<file path="config.mk">
export PLATFORM = sky130hd
export DESIGN_NAME = rq_to_r3_lanes
export DESIGN_NICKNAME = d
export VERILOG_FILES = /design/src/rtl/rq_to_r3_lanes_pkg.sv /design/src/rtl/rq_to_r3_lanes_mod3_freeze_lane.sv /design/src/rtl/rq_to_r3_lanes.sv
export SDC_FILE = /design/constraint.sdc
export NUM_CORES = 1
export LEC_CHECK = 0
export BUFFER_PORTS_ARGS = -buffer_cell sky130_fd_sc_hd__buf_2
export CELL_PAD_IN_SITES_DETAIL_PLACEMENT = 2
export CELL_PAD_IN_SITES_GLOBAL_PLACEMENT = 2
export CORE_MARGIN = 2
export CORE_UTILIZATION = 37
export CTS_CLUSTER_SIZE = 14
export DETAILED_ROUTE_END_ITERATION = 10
export PLACE_DENSITY = 0.77
export SLEW_MARGIN = 10
export SYNTH_ARGS = -nofsm -noshare
export SYNTH_HDL_FRONTEND = slang
export SYNTH_SLANG_ARGS = --single-unit
</file>
<file path="constraint.sdc">
create_clock -name clk -period 7.3 [get_ports clk]
set_input_delay 0.365 -clock clk [delete_from_list [all_inputs] [get_ports clk]]
set_output_delay 0.365 -clock clk [all_outputs]
set_load 0.02 [all_outputs]
</file>
<file path="src/rtl/rq_to_r3_lanes_pkg.sv">
// rtl/rq_to_r3_lanes_pkg.sv - shared constants, R3 codes and FSM states for rq_to_r3_lanes
// Purpose: default ring parameters, 2-bit R3 lane codes and the frame FSM state type.
// Ports: none (package).
package rq_r3_pkg;

  localparam int Q      = 5167;
  localparam int P      = 757;
  localparam int W      = 13;
  localparam int HALF_Q = (Q - 1) / 2;

  localparam logic [1:0] R3_ZERO = 2'b00;
  localparam logic [1:0] R3_POS  = 2'b01;
  localparam logic [1:0] R3_NEG  = 2'b11;
  localparam logic [1:0] R3_BAD  = 2'b10;

  typedef enum logic [1:0] {
    IDLE  = 2'd0,
    RUN   = 2'd1,
    DRAIN = 2'd2,
    DONE  = 2'd3
  } state_t;

endpackage

</file>
<file path="src/rtl/rq_to_r3_lanes_mod3_freeze_lane.sv">
// rtl/rq_to_r3_lanes_mod3_freeze_lane.sv - one lane of the 3-stage centre / mod-3 / freeze datapath
// Purpose: S1 centres x into (-(Q-1)/2..(Q-1)/2), S2 takes |c| mod 3, S3 emits the R3 code.
// Ports: clk, rst_n; en1..en3 per-stage load enables shared by all lanes; live marks a
//        real coefficient; x unsigned input; bad (comb) flags live x >= Q; code registered S3 output.
module mod3_freeze_lane #(
  parameter int Q = rq_r3_pkg::Q,
  parameter int W = rq_r3_pkg::W
) (
  input  logic         clk,
  input  logic         rst_n,
  input  logic         en1,
  input  logic         en2,
  input  logic         en3,
  input  logic         live,
  input  logic [W-1:0] x,
  output logic         bad,
  output logic [1:0]   code
);
  import rq_r3_pkg::*;

  localparam int HQ = (Q - 1) / 2;

  logic signed [W:0] c1_q, c1_d;
  logic              bad1_q, bad1_d;
  logic [1:0]        m2_q, m2_d;
  logic              neg2_q, neg2_d;
  logic              bad2_q, bad2_d;
  logic [1:0]        code3_q, code3_d;
  logic [W:0]        abs_c;

  always_comb begin
    bad    = live && (x >= W'(Q));
    bad1_d = bad;
    // Dead and out-of-range lanes carry c=0 so only the bad flag decides their code.
    if (!live || bad) begin
      c1_d = '0;
    end else if (x > W'(HQ)) begin
      c1_d = $signed({1'b0, x}) - $signed((W+1)'(Q));
    end else begin
      c1_d = $signed({1'b0, x});
    end

    abs_c  = c1_q[W] ? $unsigned(-c1_q) : $unsigned(c1_q);
    m2_d   = 2'(abs_c % (W+1)'(3));
    neg2_d = c1_q[W];
    bad2_d = bad1_q;

    // m==2 is -1 times the sign, so the result is positive when exactly one of (m==1, c<0) holds... inverted by sign.
    if (bad2_q) begin
      code3_d = R3_BAD;
    end else if (m2_q == 2'd0) begin
      code3_d = R3_ZERO;
    end else if ((m2_q == 2'd1) ^ neg2_q) begin
      code3_d = R3_POS;
    end else begin
      code3_d = R3_NEG;
    end
  end

  always_ff @(posedge clk or negedge rst_n) begin
    if (!rst_n) begin
      c1_q    <= '0;
      bad1_q  <= 1'b0;
      m2_q    <= 2'd0;
      neg2_q  <= 1'b0;
      bad2_q  <= 1'b0;
      code3_q <= R3_ZERO;
    end else begin
      if (en1) begin
        c1_q   <= c1_d;
        bad1_q <= bad1_d;
      end
      if (en2) begin
        m2_q   <= m2_d;
        neg2_q <= neg2_d;
        bad2_q <= bad2_d;
      end
      if (en3) begin
        code3_q <= code3_d;
      end
    end
  end

  assign code = code3_q;

endmodule

</file>
<file path="src/rtl/rq_to_r3_lanes.sv">
// rtl/rq_to_r3_lanes.sv - streams a P-coefficient Rq polynomial into R3 codes, LANES per beat
// Purpose: frame FSM, beat counter, 3-stage valid chain with bubble compression, sticky err.
// Ports: clk, rst_n; start/abort control; in_valid/in_ready/in_data input stream;
//        out_valid/out_ready/out_data/out_last output stream; busy, done pulse, sticky err.
module rq_to_r3_lanes #(
  parameter int Q     = rq_r3_pkg::Q,
  parameter int P     = rq_r3_pkg::P,
  parameter int W     = rq_r3_pkg::W,
  parameter int LANES = 4
) (
  input  logic               clk,
  input  logic               rst_n,
  input  logic               start,
  input  logic               abort,
  input  logic               in_valid,
  output logic               in_ready,
  input  logic [LANES*W-1:0] in_data,
  output logic               out_valid,
  input  logic               out_ready,
  output logic [LANES*2-1:0] out_data,
  output logic               out_last,
  output logic               busy,
  output logic               done,
  output logic               err
);
  import rq_r3_pkg::*;

  localparam int BEATS = (P + LANES - 1) / LANES;
  localparam int LP    = P - (BEATS - 1) * LANES;
  localparam int CW    = $clog2(BEATS + 1);

  state_t          state_q, state_d;
  logic [CW-1:0]   in_cnt_q, in_cnt_d;
  logic            err_q, err_d;
  logic            done_q, done_d;
  logic            v1_q, v1_d, v2_q, v2_d, v3_q, v3_d;
  logic            l1_q, l1_d, l2_q, l2_d, l3_q, l3_d;

  logic            stall, ld1, ld2, ld3, accept, last_in, out_fire;
  logic [LANES-1:0]   lane_live, lane_bad;
  logic [LANES*2-1:0] code_bus;

  always_comb begin
    stall    = v3_q && !out_ready;
    // A stage loads when empty or when the stage after it is moving.
    ld3      = !v3_q || out_ready;
    ld2      = !v2_q || ld3;
    ld1      = !v1_q || ld2;
    in_ready = (state_q == RUN) && (in_cnt_q < CW'(BEATS)) && !stall;
    accept   = in_valid && in_ready;
    last_in  = (in_cnt_q == CW'(BEATS - 1));
    out_fire = v3_q && out_ready;

    v1_d = ld1 ? accept : v1_q;
    l1_d = ld1 ? (accept && last_in) : l1_q;
    v2_d = ld2 ? v1_q : v2_q;
    l2_d = ld2 ? l1_q : l2_q;
    v3_d = ld3 ? v2_q : v3_q;
    l3_d = ld3 ? l2_q : l3_q;

    state_d  = state_q;
    in_cnt_d = in_cnt_q;
    err_d    = err_q;
    done_d   = 1'b0;

    case (state_q)
      IDLE: begin
        if (start && !abort) begin
          state_d  = RUN;
          in_cnt_d = '0;
          err_d    = 1'b0;
        end
      end
      RUN: begin
        if (accept) begin
          in_cnt_d = in_cnt_q + 1'b1;
          err_d    = err_q || (|lane_bad);
          if (last_in) state_d = DRAIN;
        end
      end
      DRAIN: begin
        if (out_fire && l3_q) begin
          state_d = DONE;
          done_d  = 1'b1;
        end
      end
      default: state_d = IDLE;
    endcase

    // Abort flushes the pipeline but leaves err for software to read.
    if (abort && state_q != IDLE) begin
      state_d  = IDLE;
      in_cnt_d = '0;
      done_d   = 1'b0;
      v1_d     = 1'b0;
      v2_d     = 1'b0;
      v3_d     = 1'b0;
    end
  end

  always_ff @(posedge clk or negedge rst_n) begin
    if (!rst_n) begin
      state_q  <= IDLE;
      in_cnt_q <= '0;
      err_q    <= 1'b0;
      done_q   <= 1'b0;
      v1_q     <= 1'b0;
      v2_q     <= 1'b0;
      v3_q     <= 1'b0;
      l1_q     <= 1'b0;
      l2_q     <= 1'b0;
      l3_q     <= 1'b0;
    end else begin
      state_q  <= state_d;
      in_cnt_q <= in_cnt_d;
      err_q    <= err_d;
      done_q   <= done_d;
      v1_q     <= v1_d;
      v2_q     <= v2_d;
      v3_q     <= v3_d;
      l1_q     <= l1_d;
      l2_q     <= l2_d;
      l3_q     <= l3_d;
    end
  end

  for (genvar i = 0; i < LANES; i++) begin : g_lane
    // Only the final beat has dead lanes.
    assign lane_live[i] = (i < LP) || !last_in;

    mod3_freeze_lane #(.Q(Q), .W(W)) u_lane (
      .clk   (clk),
      .rst_n (rst_n),
      .en1   (ld1),
      .en2   (ld2),
      .en3   (ld3),
      .live  (lane_live[i]),
      .x     (in_data[i*W +: W]),
      .bad   (lane_bad[i]),
      .code  (code_bus[2*i +: 2])
    );
  end

  assign out_valid = v3_q;
  assign out_data  = v3_q ? code_bus : '0;
  assign out_last  = v3_q && l3_q;
  assign busy      = (state_q != IDLE);
  assign done      = done_q;
  assign err       = err_q;

endmodule

</file>
* Yosys cells after proc, flatten, opt, wreduce, memory -nomap -nowiden
Index checks and enable logic that the tools add are counted.
Word-level totals: input bits 58, register bits after elaboration 102, output and inout port bits 14
Operators by class: div/mod/pow operators 4, mux-type cells 47, bitwise gates (word level) 4, magnitude comparators 9, add/subtract/negate cells 9, equality and inequality tests 13, reduce and logical (&&, ||, !) cells 42
Operators by type and width (number):
- $mux W14 | 12
- $mod A14 B2 Y14 const B | 4
- $neg A14 Y14 | 4
- $sub A13 B13 Y14 const B | 4
- $ge A13 B13 Y1 const B | 4
- $gt A13 B12 Y1 const B | 4
- $mux W2 | 17
- $mux W8 | 4
- $pmux W8 S2 | 1
- $logic_and A1 B1 Y1 | 13
- $mux W1 | 11
- $eq A2 B1 Y1 const B | 5
- $logic_not A2 Y1 | 5
- $reduce_bool A2 Y1 | 5
- $add A8 B1 Y8 const B | 1
- $eq A8 B8 Y1 const B | 1
- $lt A8 B8 Y1 const B | 1
- $logic_not A1 Y1 | 7
- $logic_or A1 B1 Y1 | 7
- $ne A3 B2 Y1 const B | 2
- $ne A3 B3 Y1 const B | 2
- $pmux W2 S3 | 1
- $reduce_and A3 Y1 | 2
- $ne A2 B2 Y1 const B | 2
- 6 further kinds | 9

* Longest topological paths before layout
depth in word-level cells 8, depth in mapped cells 25

* Hierarchy
A second synthesis with hierarchy kept.
Second synthesis, totals: cell total of the unflattened synthesis 1473, area, all modules 11868.9 µm²
By module, submodules not included:
- mod3_freeze_lane at g_lane[0].u_lane ... | times used 3, cells an instance 339, sequential area each 525.5 µm², area an instance 2703.8 µm²
- mod3_freeze_lane at g_lane[1].u_lane | times used 1, cells an instance 320, sequential area each 525.5 µm², area an instance 2552.4 µm²
- rq_to_r3_lanes | times used 1, cells an instance 136, sequential area each 450.4 µm², area an instance 1204.9 µm²

* Worst setup path after synthesis
Ideal clock, no wire load.
path kind reg2reg, start point register g_lane[2].u_lane.c1_q[0], end point register g_lane[2].u_lane.m2_q[1], required time 7.168 ns, cell stages (with the launch flop) 24, path buffers 0, slack 1.829 ns, arrival 5.339 ns, cells stage by stage dfrtp_1 inv_1 ha_1 or4_1 a2111oi_2 nor4_1 nor4_4 or2_1 nand3_1 and3_1 o311a_1 a32oi_1 o311ai_1 a211o_1 ha_1 a21oi_1 o211ai_1 or4_4 a21oi_1 xnor2_1 ha_1 a211oi_4 mux2i_1 o21ai_1
On the way: word-level cells in the longest chain between the ends 3
Ends and longest elaborated chain:
- from (decl) | line rq_to_r3_lanes_mod3_freeze_lane.sv:23 | logic signed [W:0] c1_q, c1_d;
- from (signal assigned) | line rq_to_r3_lanes_mod3_freeze_lane.sv:62 | c1_q <= '0;
- from (signal assigned) | line rq_to_r3_lanes_mod3_freeze_lane.sv:70 | c1_q <= c1_d;
- $neg A14 Y14 | line rq_to_r3_lanes_mod3_freeze_lane.sv:43 | abs_c = c1_q[W] ? $unsigned(-c1_q) : $unsigned(c1_q);
- $mux W14 * | line rq_to_r3_lanes_mod3_freeze_lane.sv:43
- $mod A14 B2 Y14 * | line rq_to_r3_lanes_mod3_freeze_lane.sv:44 | m2_d = 2'(abs_c % (W+1)'(3));
- to (signal assigned) | line rq_to_r3_lanes_mod3_freeze_lane.sv:74 | m2_q <= m2_d;
- to (decl) | line rq_to_r3_lanes_mod3_freeze_lane.sv:25 | logic [1:0] m2_q, m2_d;
Mark *: on every way between the ends. The rest lies on a longest branch, timed or not. A chain may end at the register's enable or synchronous reset.

* Final worst setup path
Same ends and word-level chain as after synthesis.

==> metrics.md <==
| Metric | Value |
|---|---|
| Unique masters post-synth | 115 |
| Clock sinks | 102 |
| Yosys top cell by area | dfrtp_1 |
| CP arrival | 6.75 ns |
| Main combinational cell family by area after synthesis | simple AND/OR/NAND/NOR gates |
| Final Skew | 0.01160 ns |
| Worst Setup Path Type | register to register |
| Die Ht | 172.7 µm |
| Syn Inst Count | 1346 |
| Mux share of post-synthesis cell area | 2.449% |
| Area share of the largest cell type after synthesis | 24.25% |
| Die area | 0.02981 mm² |
| Post-Syn Nets | 1433 |
| Final Max Tran Viols | 0 |
| Fin crit share | 89.23% |
| Core area | 0.02793 mm² |
| Crit path top cell by count | ha_1 |
| Post-route ant nets | 0 |
| Die width | 172.7 µm |
| Synth area leaders | dfrtp_1 (24%), xnor2_1 (7.1%), nand2_1 (6.1%) |
| Antenna violations before repair | 0 |
| # IOs | 72 |
| Syn avg cell area | 7.820 µm² |
| Post-synth EDFFs | 0 |
| # Post-CTS Setup Buffers | 0 |
| 1st-pass router iterations | 4 |
| Slew @ Worst Pin | 1.165 ns |
| Worst path slowest cell | or4_1 |
| Static Leak | 4.450 nW |
| Row cnt | 61 |
| Clock slew at reported path FFs | 0.08 ns |
| TritonCTS Buffers | 9 |
| Maxcap violations | 0 |
| WL/cell | 19.56 µm |
| Final hold slack | -0.01781 ns |
| Yosys reg bits | 102 |
| Later-pin clock latency in the skew report | 0.36 ns |
| RSZ-0062 raised after global routing | no |
| CTS root buf | clkbuf_16 |
| RD Place Congestion | 0.8217 |
| Layout cells sized above 1 | 11.31% |
| H-tree Lvls | 3 |
| Critical Path Fanout Max | 12 |
| CTS tree | built |
| F_max | 0.1535 GHz |
| Area Growth Syn to Fin | 8.405% |
| R2R setup slack | 0.79 ns |
| DRC viols | 0 |
| Hold Fails Final Rpt | 6 |
| CP Capture Type | register |
| Multi-input gate area | 0.007576 mm² |
| First-pass GRT wire length | 58.70 mm |
| Mapped Area | 0.01053 mm² |
| Synth Area in XOR/XNOR | 10.46% |
| Number of fill cells | 3278 |
| Buffers on Ports | 71 |
| Fraction of the mapped netlist area in simple logic gates | 28.14% |
| Final setup vio count | 0 |
| CTS Hold Bufs | 0 |
| Min-delay worst type | input port to asynchronous set/reset pin |
| Hpwl dp | 25.85 mm |
| GRT overflow | 0 |
| RR Endpoint | g_lane[2].u_lane.m2_q[1] |
| Final Routed Wirelength | 34.20 mm |
| Slew HR | 22.30% |
| Ys flop type | dfrtp_1 |
| Post-synthesis compound-gate area fraction | 27.47% |
| Setup TNS | 0 ns |
| Layout Nets | 1453 |
| Post-synth top cells | nand2_1 (172), nor2_1 (133), dfrtp_1 (102) |
| DR iter-0 viols | 469 |
| Total GRT Usage | 23.13% |
| CTS Buffer Depth | 2 |
| Worst vdd ir | 132.0 µV |
| Slowest stage delay, CP | 0.60 ns |
| Most common cell in the netlist | nand2_1 |
| Drt via density | 6.003 |
| Worst R2R Path Depth | 23 |
| FFs w/ async S/R, synth | 100.0% |
| Vias in the first global route | 11400 |
| Worst Path Required | 7.54 ns |
| Power density over the cells | 267.4 mW/mm² |
| Final Total Pwr | 3.051 mW |
| CP cell instances | inv_1 > ha_1 > or4_1 > a2111oi_2 > nor4_1 > nor4_4 > o21ai_1 > nor4b_1 > a211o_2 > nand2_1 > a31oi_1 > a2111oi_0 > a211o_1 > ha_1 > a21oi_1 > o211ai_1 > or4_4 > a21oi_1 > xnor2_1 > ha_1 > a211oi_4 > mux2i_1 > o21ai_1 |
| Failing checks | negative hold slack |
| Area of placed instances | 0.01108 mm² |
| Number of diodes | 0 |
| Via count | 10500 |
| Adder-cell share of the synthesized area | 3.447% |
| FF/Latch Area | 0.002552 mm² |
| Initial Util | 37.68% |
| # resized after CTS | 0 |
| R2R Path Start | g_lane[2].u_lane.c1_q[0] |
| Outcome | finished with violations |
| Seq/Total Area, Yosys | 24.25% |
| Pin count of the biggest net entering global routing | 56 |
| Synthesis warning total | 0 |
| Final min period | 6.514 ns |
| Startpoint types | register |
| Final non-filler cell area | 0.01141 mm² |
-- cell type report --
| cell class | count | share of cell area [%] |
|---|---|---|
| flip-flops and latches | 102 | 22.37 |
| multi-input cells | 1153 | 66.40 |
| clock inverters | 6 | 0.7676 |
| repair buffers | 75 | 3.399 |
| well taps | 378 | 4.145 |
| clock buffers | 10 | 2.095 |
| inverters | 25 | 0.8225 |
-- worst max path at each step --
stage                                         from                       end  slack (ns)  cells after the start
final                     g_lane[2].u_lane.c1_q[0]  g_lane[2].u_lane.m2_q[1]        0.79                     23
after global routing      g_lane[2].u_lane.c1_q[0]  g_lane[2].u_lane.m2_q[1]        0.21                     23
after CTS                 g_lane[2].u_lane.c1_q[0]  g_lane[2].u_lane.m2_q[1]        0.76                     23
after detailed placement  g_lane[2].u_lane.c1_q[0]  g_lane[2].u_lane.m2_q[1]        0.93                     23
after global placement    g_lane[2].u_lane.c1_q[0]  g_lane[2].u_lane.m2_q[1]        1.23                     23
after floorplan           g_lane[2].u_lane.c1_q[0]  g_lane[2].u_lane.m2_q[1]        1.83                     23
-- registers in the layout, summed over array words and instances (netlist names) --
name	cells
g_lane.u_lane.c1_q	56
out_valid	1
g_lane.u_lane.bad2_q	4
done	1
g_lane.u_lane.bad1_q	4
v2_q	1
l2_q	1
g_lane.u_lane.code	8
in_cnt_q	8
err	1
g_lane.u_lane.neg2_q	4
v1_q	1
g_lane.u_lane.m2_q	8
l3_q	1
state_q	2
l1_q	1
-- cells by family after synthesis --
| family | count (synthesis) |
|---|---|
| flops | 102 |
| compound gates | 392 |
| xor+xnor | 124 |
| buf+inv | 91 |
| mux | 25 |
| simple gates | 583 |
| fa+ha+maj | 29 |
-- through the flow --
stage	util, %	setup slack (ns)	std cells	hold slack (ns)
after floorplan	-	1.829	1346	0.06941
after detailed placement	39.68	0.9349	1733	0.4309
after global placement	39.68	1.227	1733	0.4208
after CTS	40.84	0.7609	1749	0.02585
after global routing	40.84	0.2140	1749	0.04797
final	40.84	0.7861	1749	-0.01781
-- layer usage --
layer,track usage [%],share of wire (%),wire [µm]
met1,30.16,48,16290
met2,41.67,50,16950
met3,2.485,1.8,625
met4,4.096,1.0,343
met5,0,0,0
-- worst max-delay path, delay by kind of cell (launching register included) --
| kind | cells | cell delay (ns) |
|---|---|---|
| AOI/OAI and AO/OA | 11 | 2.24 |
| xor gates and xnor gates | 1 | 0.11 |
| adders and majority gates | 3 | 0.84 |
| buffers and inverters | 1 | 0.17 |
| DFF | 1 | 0.44 |
| muxes | 1 | 0.21 |
| and+or+nand+nor | 6 | 2.37 |
-- power breakdown --
| part | switching [mW] | internal, mW |
|---|---|---|
| clock | 0.244 | 0.286 |
| combinational | 1.04 | 0.673 |
| sequential | 0.140 | 0.663 |
| total | 1.43 | 1.62 |
-- layout by cell type, fill, tap and decap left out, types with 15 or more instances in the layout --
cell type  instances
nand3_1           42
o31ai_1           15
a31oi_1           17
ha_1              29
a21o_1            18
and2_1            18
mux2i_1           22
xnor2_1           85
a21oi_1           56
xor2_1            37
nor2_1           133
inv_1             25
nor3_1            32
o21ai_0           99
nand2_1          172
nand2b_1          19
dfrtp_1          102
nor2b_1           24
buf_2             70
nor4_1            29
nand4_1           21
No activity file was read; power rests on OpenSTA's default activity.
